[config.mk]
export PLATFORM = sky130hd
export DESIGN_NAME = mem_port_arbiter
export DESIGN_NICKNAME = d
export VERILOG_FILES = /design/src/rtl/mem_port_arbiter.sv
export SDC_FILE = /design/constraint.sdc
export NUM_CORES = 1
export LEC_CHECK = 0
export ABC_AREA = 0
export CAP_MARGIN = 25
export CORE_AREA = 2 2 340 342
export CTS_CLUSTER_DIAMETER = 200
export CTS_CLUSTER_SIZE = 28
export DETAILED_ROUTE_END_ITERATION = 10
export DIE_AREA = 0 0 342 344
export PLACE_DENSITY = 0.41
export SYNTH_ARGS = -nofsm -noshare
export SYNTH_HDL_FRONTEND = slang
export SYNTH_SLANG_ARGS = --single-unit
export TNS_END_PERCENT = 100
[constraint.sdc]
create_clock -name clock -period 9.95 [get_ports clock]
set_clock_uncertainty 0.1 [all_clocks]
set_input_delay 1.4925 -clock clock [delete_from_list [all_inputs] [get_ports clock]]
set_output_delay 1.4925 -clock clock [all_outputs]
set_load 0.1 [all_outputs]
[src/rtl/mem_port_arbiter.sv]
// Two-port round-robin arbiter that shares one block memory between the
// instruction cache (port 0) and the data cache (port 1).
module mem_port_arbiter #(
  parameter int unsigned ADDR_WIDTH = 28,
  parameter int unsigned DATA_WIDTH = 128
) (
  input  logic                  clock,
  input  logic                  reset,
  input  logic                  p0_read,
  input  logic                  p0_write,
  input  logic [ADDR_WIDTH-1:0] p0_address,
  input  logic [DATA_WIDTH-1:0] p0_writedata,
  output logic [DATA_WIDTH-1:0] p0_readdata,
  output logic                  p0_busywait,
  input  logic                  p1_read,
  input  logic                  p1_write,
  input  logic [ADDR_WIDTH-1:0] p1_address,
  input  logic [DATA_WIDTH-1:0] p1_writedata,
  output logic [DATA_WIDTH-1:0] p1_readdata,
  output logic                  p1_busywait,
  output logic                  mem_read,
  output logic                  mem_write,
  output logic [ADDR_WIDTH-1:0] mem_address,
  output logic [DATA_WIDTH-1:0] mem_writedata,
  input  logic [DATA_WIDTH-1:0] mem_readdata,
  input  logic                  mem_busywait,
  output logic                  grant_id,
  output logic                  busy
);

  typedef enum logic {StIdle, StServe} state_e;

  state_e                state_q, state_d;
  logic [1:0]            req, elig;
  logic [1:0]            done_q, done_d;
  logic                  grant_q, grant_d;
  logic                  last_q, last_d;
  logic [DATA_WIDTH-1:0] rdata0_q, rdata0_d;
  logic [DATA_WIDTH-1:0] rdata1_q, rdata1_d;

  logic                  sel_read, sel_write;
  logic [ADDR_WIDTH-1:0] sel_addr;
  logic [DATA_WIDTH-1:0] sel_wdata;

  assign req  = {p1_read | p1_write, p0_read | p0_write};
  // A request that completed last cycle is still up during its done pulse; keep it out.
  assign elig = req & ~done_q;

  assign p0_busywait = req[0] & ~done_q[0];
  assign p1_busywait = req[1] & ~done_q[1];
  assign p0_readdata = rdata0_q;
  assign p1_readdata = rdata1_q;
  assign grant_id    = grant_q;

  always_comb begin
    sel_read  = grant_q ? p1_read      : p0_read;
    sel_write = grant_q ? p1_write     : p0_write;
    sel_addr  = grant_q ? p1_address   : p0_address;
    sel_wdata = grant_q ? p1_writedata : p0_writedata;
  end

  always_comb begin
    state_d       = state_q;
    grant_d       = grant_q;
    last_d        = last_q;
    done_d        = 2'b00;
    rdata0_d      = rdata0_q;
    rdata1_d      = rdata1_q;
    mem_read      = 1'b0;
    mem_write     = 1'b0;
    mem_address   = '0;
    mem_writedata = '0;
    busy          = 1'b0;

    unique case (state_q)
      StIdle: begin
        if (elig != 2'b00) begin
          state_d = StServe;
          grant_d = (elig == 2'b11) ? ~last_q : elig[1];
          last_d  = grant_d;
        end
      end
      StServe: begin
        busy          = 1'b1;
        mem_read      = sel_read & ~sel_write;
        mem_write     = sel_write;
        mem_address   = sel_addr;
        mem_writedata = sel_wdata;
        if (!mem_busywait) begin
          state_d         = StIdle;
          done_d[grant_q] = 1'b1;
          if (sel_read && !sel_write) begin
            if (grant_q) rdata1_d = mem_readdata;
            else         rdata0_d = mem_readdata;
          end
        end
      end
      default: state_d = StIdle;
    endcase
  end

  always_ff @(posedge clock or posedge reset) begin
    if (reset) begin
      state_q  <= StIdle;
      grant_q  <= 1'b0;
      last_q   <= 1'b1;
      done_q   <= 2'b00;
      rdata0_q <= '0;
      rdata1_q <= '0;
    end else begin
      state_q  <= state_d;
      grant_q  <= grant_d;
      last_q   <= last_d;
      done_q   <= done_d;
      rdata0_q <= rdata0_d;
      rdata1_q <= rdata1_d;
    end
  end

endmodule

== After elaboration in Yosys (flattened, before gate mapping) ==
Cells that the tools add are included.
Storage, ports and cells
  register bits after elaboration: 261
  output and inout port bits: 418
  word-level logic and storage cells: 47
Cells by class
  $lt $le $gt $ge: 2
  equality and inequality tests: 1
  multiplexer cells: 17
  bitwise operators: 14
  reductions and logical operators: 7
Operators by type and width (number)
  two-way mux 128 bit: 2
  two-way mux 28 bit: 2
  two-way mux 1 bit: 9
  AND reduction 4 bit: 2
  NOT 1 bit: 7
  two-way mux 2 bit: 2
  AND 1 bit: 3
  AND 2 bit: 1
  == test 2 bit (second input constant): 1
  logical AND 1 bit: 2
  less-than comparator 1 x 2 -> 1 bit (second input constant): 1
  NOT 2 bit: 1
  bitwise OR 1 bit: 2
  one-hot mux 1 bit (2 select lines): 1
  AND reduction 2 bit: 1
  nonzero test 2 bit: 1
  demux 1 bit (select 1 bit): 1
  greater-or-equal comparator 1 bit (second input constant): 1
  logical NOT 1 bit: 1

== Depth between registers and ports, before layout ==
  word-level depth: 6
  mapped depth: 6
  mapped depth without buffers: 3

== Least setup slack after synthesis ==
OpenSTA, ideal clock, no wires.
  path type: input to output
  start: input p0_write
  end: output mem_read
  arrival: 3419 ps
  data required time: 8358 ps
  path slack: 4939 ps
  stages on the path: 2
  path buffers: 0
  cell sequence: or3b_2 a21oi_1
Between the ends
  word-level cells in the longest chain between the ends: 4
Ends and longest elaborated chain
  from (decl): RTL line 10  | input logic p0_write,
  two-way mux 1 bit: RTL line 57  | sel_write = grant_q ? p1_write : p0_write;
  NOT 1 bit: RTL line 85  | mem_read = sel_read & ~sel_write;
  AND 1 bit: RTL line 85
  two-way mux 1 bit: RTL line 75  | unique case (state_q)
  to (decl): RTL line 21  | output logic mem_read,
No other way between the ends.

== Worst setup path after layout ==
  start: register grant_q, in the netlist grant_id
  end: output mem_writedata[60]
Between the ends
  word-level cells in the longest chain between the ends: 2
Ends and longest elaborated chain
  from (decl): RTL line 36  | logic grant_q, grant_d;
  from (signal assigned): RTL line 112  | grant_q <= grant_d;
  two-way mux 128 bit: RTL line 59  | sel_wdata = grant_q ? p1_writedata : p0_writedata;
  two-way mux 128 bit: RTL line 75
  to (decl): RTL line 24  | output logic [DATA_WIDTH-1:0] mem_writedata,
No other way between the ends.

==> results.toml <==
[hold_path]
holdPathEnd = "p1_readdata[41]$_DFFE_PP0P_"
hold_depth = 1
hold_class = "reg2reg"
hp-start = "p1_readdata[41]$_DFFE_PP0P_"

[synthesis]
synth_common_cells = "dfrtp_1, mux2_2, nor2_1, mux2i_1, buf_6"
synthArstFlopShare_pct = 100
ys.flop_type = "dfrtp_1"
synth-edff-count = 0
yosys.area.top_type = "dfrtp_1"
synth_top_area_share_pct = 53.5
synthCells = 914
synth_area_leaders = "dfrtp_1, mux2_2, mux2i_1, nor2_1, buf_6"
synth.avg_cell_area_sq_um = 13.3
synth_cell_types = 23
syn_nets = 1361
synth_area_sq_um = 12200
yosys_warnings = 0
synth_most_common_cell = "dfrtp_1"
synth-seq-cells = 261
ys_seq_area_share_pct = 53.7

[die]
coreArea_sq_um = 114000
die_w_um = 342
ios = 865
dieArea_sq_um = 118000
start_util_pct = 10.7
chipHeight_um = 344
num_rows = 124

[critical_path]
critical-path-max-stage-delay_ns = 1.20
reg2reg_to = "p0_readdata[38]$_DFFE_PP0P_"
worstSetupPathType = "reg2out"
r2r-start = "grant_id$_DFFE_PP0P_"
end_kind = "output pin"
required_ns = 8.36
arrival_ns = 4.16
rr_worst_depth = 6
crit_chain = "buf_12 -> mux2i_1 -> nor2_1 -> clkdlybuf4s50_1"
start_kind = "flop"
crit_path_top_delay_cell = "clkdlybuf4s50_1"
rrSetupSlack_ns = 6.19
crit_fanout = 107

[final_layout]
nets = 2208
n_fill_cell = 12400
syn_to_final_growth_pct = 91.0
drive_above_1_share_pct = 17.3

[clock_network]
h-tree-depth = 1
clk_pin_slew_ns = 0.12
hold_buffers = 0
cts_root_buffer = "clkbuf_16"
cts_setup_buffers = 0
cts_resized = 0
clockBufferDepth = 3
numCtsBuffers = 13
tritoncts = "yes"
cts_sinks = 261
clkLatencyLatePin_ns = 0.54

[timing]
relSlewSlack_pct = 23.9
whs_ns = 0.397
drv_slew = 0
setup_tns_ns = 0
period_needed_ns = 5.75
setup_slack_ns = 4.20
hold_violations = 0
fmax_mhz = 174
min_period_over_period_pct = 57.8
rsz0062_at_grt = "false"
tightest_slew_ns = 1.14
setup-violations-final = 0

[grt]
grt_pass1_wl_um = 95400
track_usage_pct = 11.5
first_global_vias = 11700
overflow = 0
antenna_found_initial = 16
grt_max_degree = 108

[placement]
place.gp.congestion = 0.886
dp_hpwl_um = 60200
portBuffers = 864
dp_slack_ns = 4.40

[drt]
drcViolationCount = 0
antenna_left = 0
routed_wl_um = 72300
wl_per_cell_um = 22.0
drt_iter0_drc = 296
drtPass1Iterations = 4
vias = 10700
routed_via_density = 3.27

[outcome]
status = "completed"

[flow_run]
cap_violations = 0
==> sequential cells by signal, indices dropped and copies added, names as in the netlist <==
register / cells
state_q: 1
grant_id: 1
p1_readdata: 128
p0_readdata: 128
done_q: 2
last_q: 1
==> final cells by class <==
class                      count  area, sq um  area share (%)
antenna                       10         25.0           0.108
clock buffer                  13          325            1.40
clock inverter                 2         21.3          0.0915
inverter                       4         27.5           0.118
multi-input combinational    586         5160            22.2
sequential                   261         6540            28.1
tap                         1512         1890            8.14
timing repair buffer         895         9260            39.8
==> cells by family (layout without fill, tap and decap cells) <==
family / Yosys count / count (layout) / share of synthesized area (%)
DFF: 261 / 261 / 53.7
AOI/OAI and AO/OA: 7 / 7 / 0.401
buffers and inverters: 67 / 914 / 3.94
and+or+nand+nor: 166 / 166 / 5.38
other: 0 / 10 / 0
muxes: 413 / 413 / 36.6
==> placed cells by master, fill, tap and decap left out, drive strengths merged <==
master,count
mux2,256
o32a,1
diode,10
or3b,1
clkinv,1
o21bai,2
and3b,2
nor3b,1
a31oi,1
inv,5
a21oi,1
o21ai,1
nor2,160
dfstp,1
clkdlybuf4s50,850
nand3b,2
clkbuf,13
dfrtp,260
o31ai,1
mux2i,157
buf,45
==> routing by layer <==
metal	track usage (%)	routed length, um
met1	12.6	26500
met2	20.8	37300
met3	4.60	7040
met4	2.78	1340
met5	0	52
==> critical path, delay by kind of cell, from the launching register on <==
family                 cells  cell delay (ns)
buffers and inverters      2             1.75
DFF                        1             0.92
muxes                      1             0.36
and+or+nand+nor            1             0.31
==> how the worst max path moves through the flow <==
stage                          from  cells after the start  slack [ns]                   to
6_report       grant_id$_DFFE_PP0P_                      4        4.20    mem_writedata[60]
4_1_cts        grant_id$_DFFE_PP0P_                      5        4.08    mem_writedata[12]
3_5_place_dp                p0_read                      4        4.40             mem_read
5_1_grt        grant_id$_DFFE_PP0P_                      5        4.02    mem_writedata[12]
2_1_floorplan                 reset                      1        1.18  done_q[0]$_DFF_PP0_
3_3_place_gp                p0_read                      4        4.36             mem_read
==> metrics by stage <==
step / util (%) / std cells / cell area (sq um)
after detailed placement: 20.0 / 3254 / 22800
after floorplan: - / 914 / 12200
after global placement: 19.6 / 3238 / 22300
after CTS: 20.3 / 3269 / 23100
after global routing: 20.4 / 3277 / 23200
final: 20.4 / 3283 / 23200
Power is not shown: default switching activity piles up to over one toggle a cycle in this logic, so the estimate is an artifact.
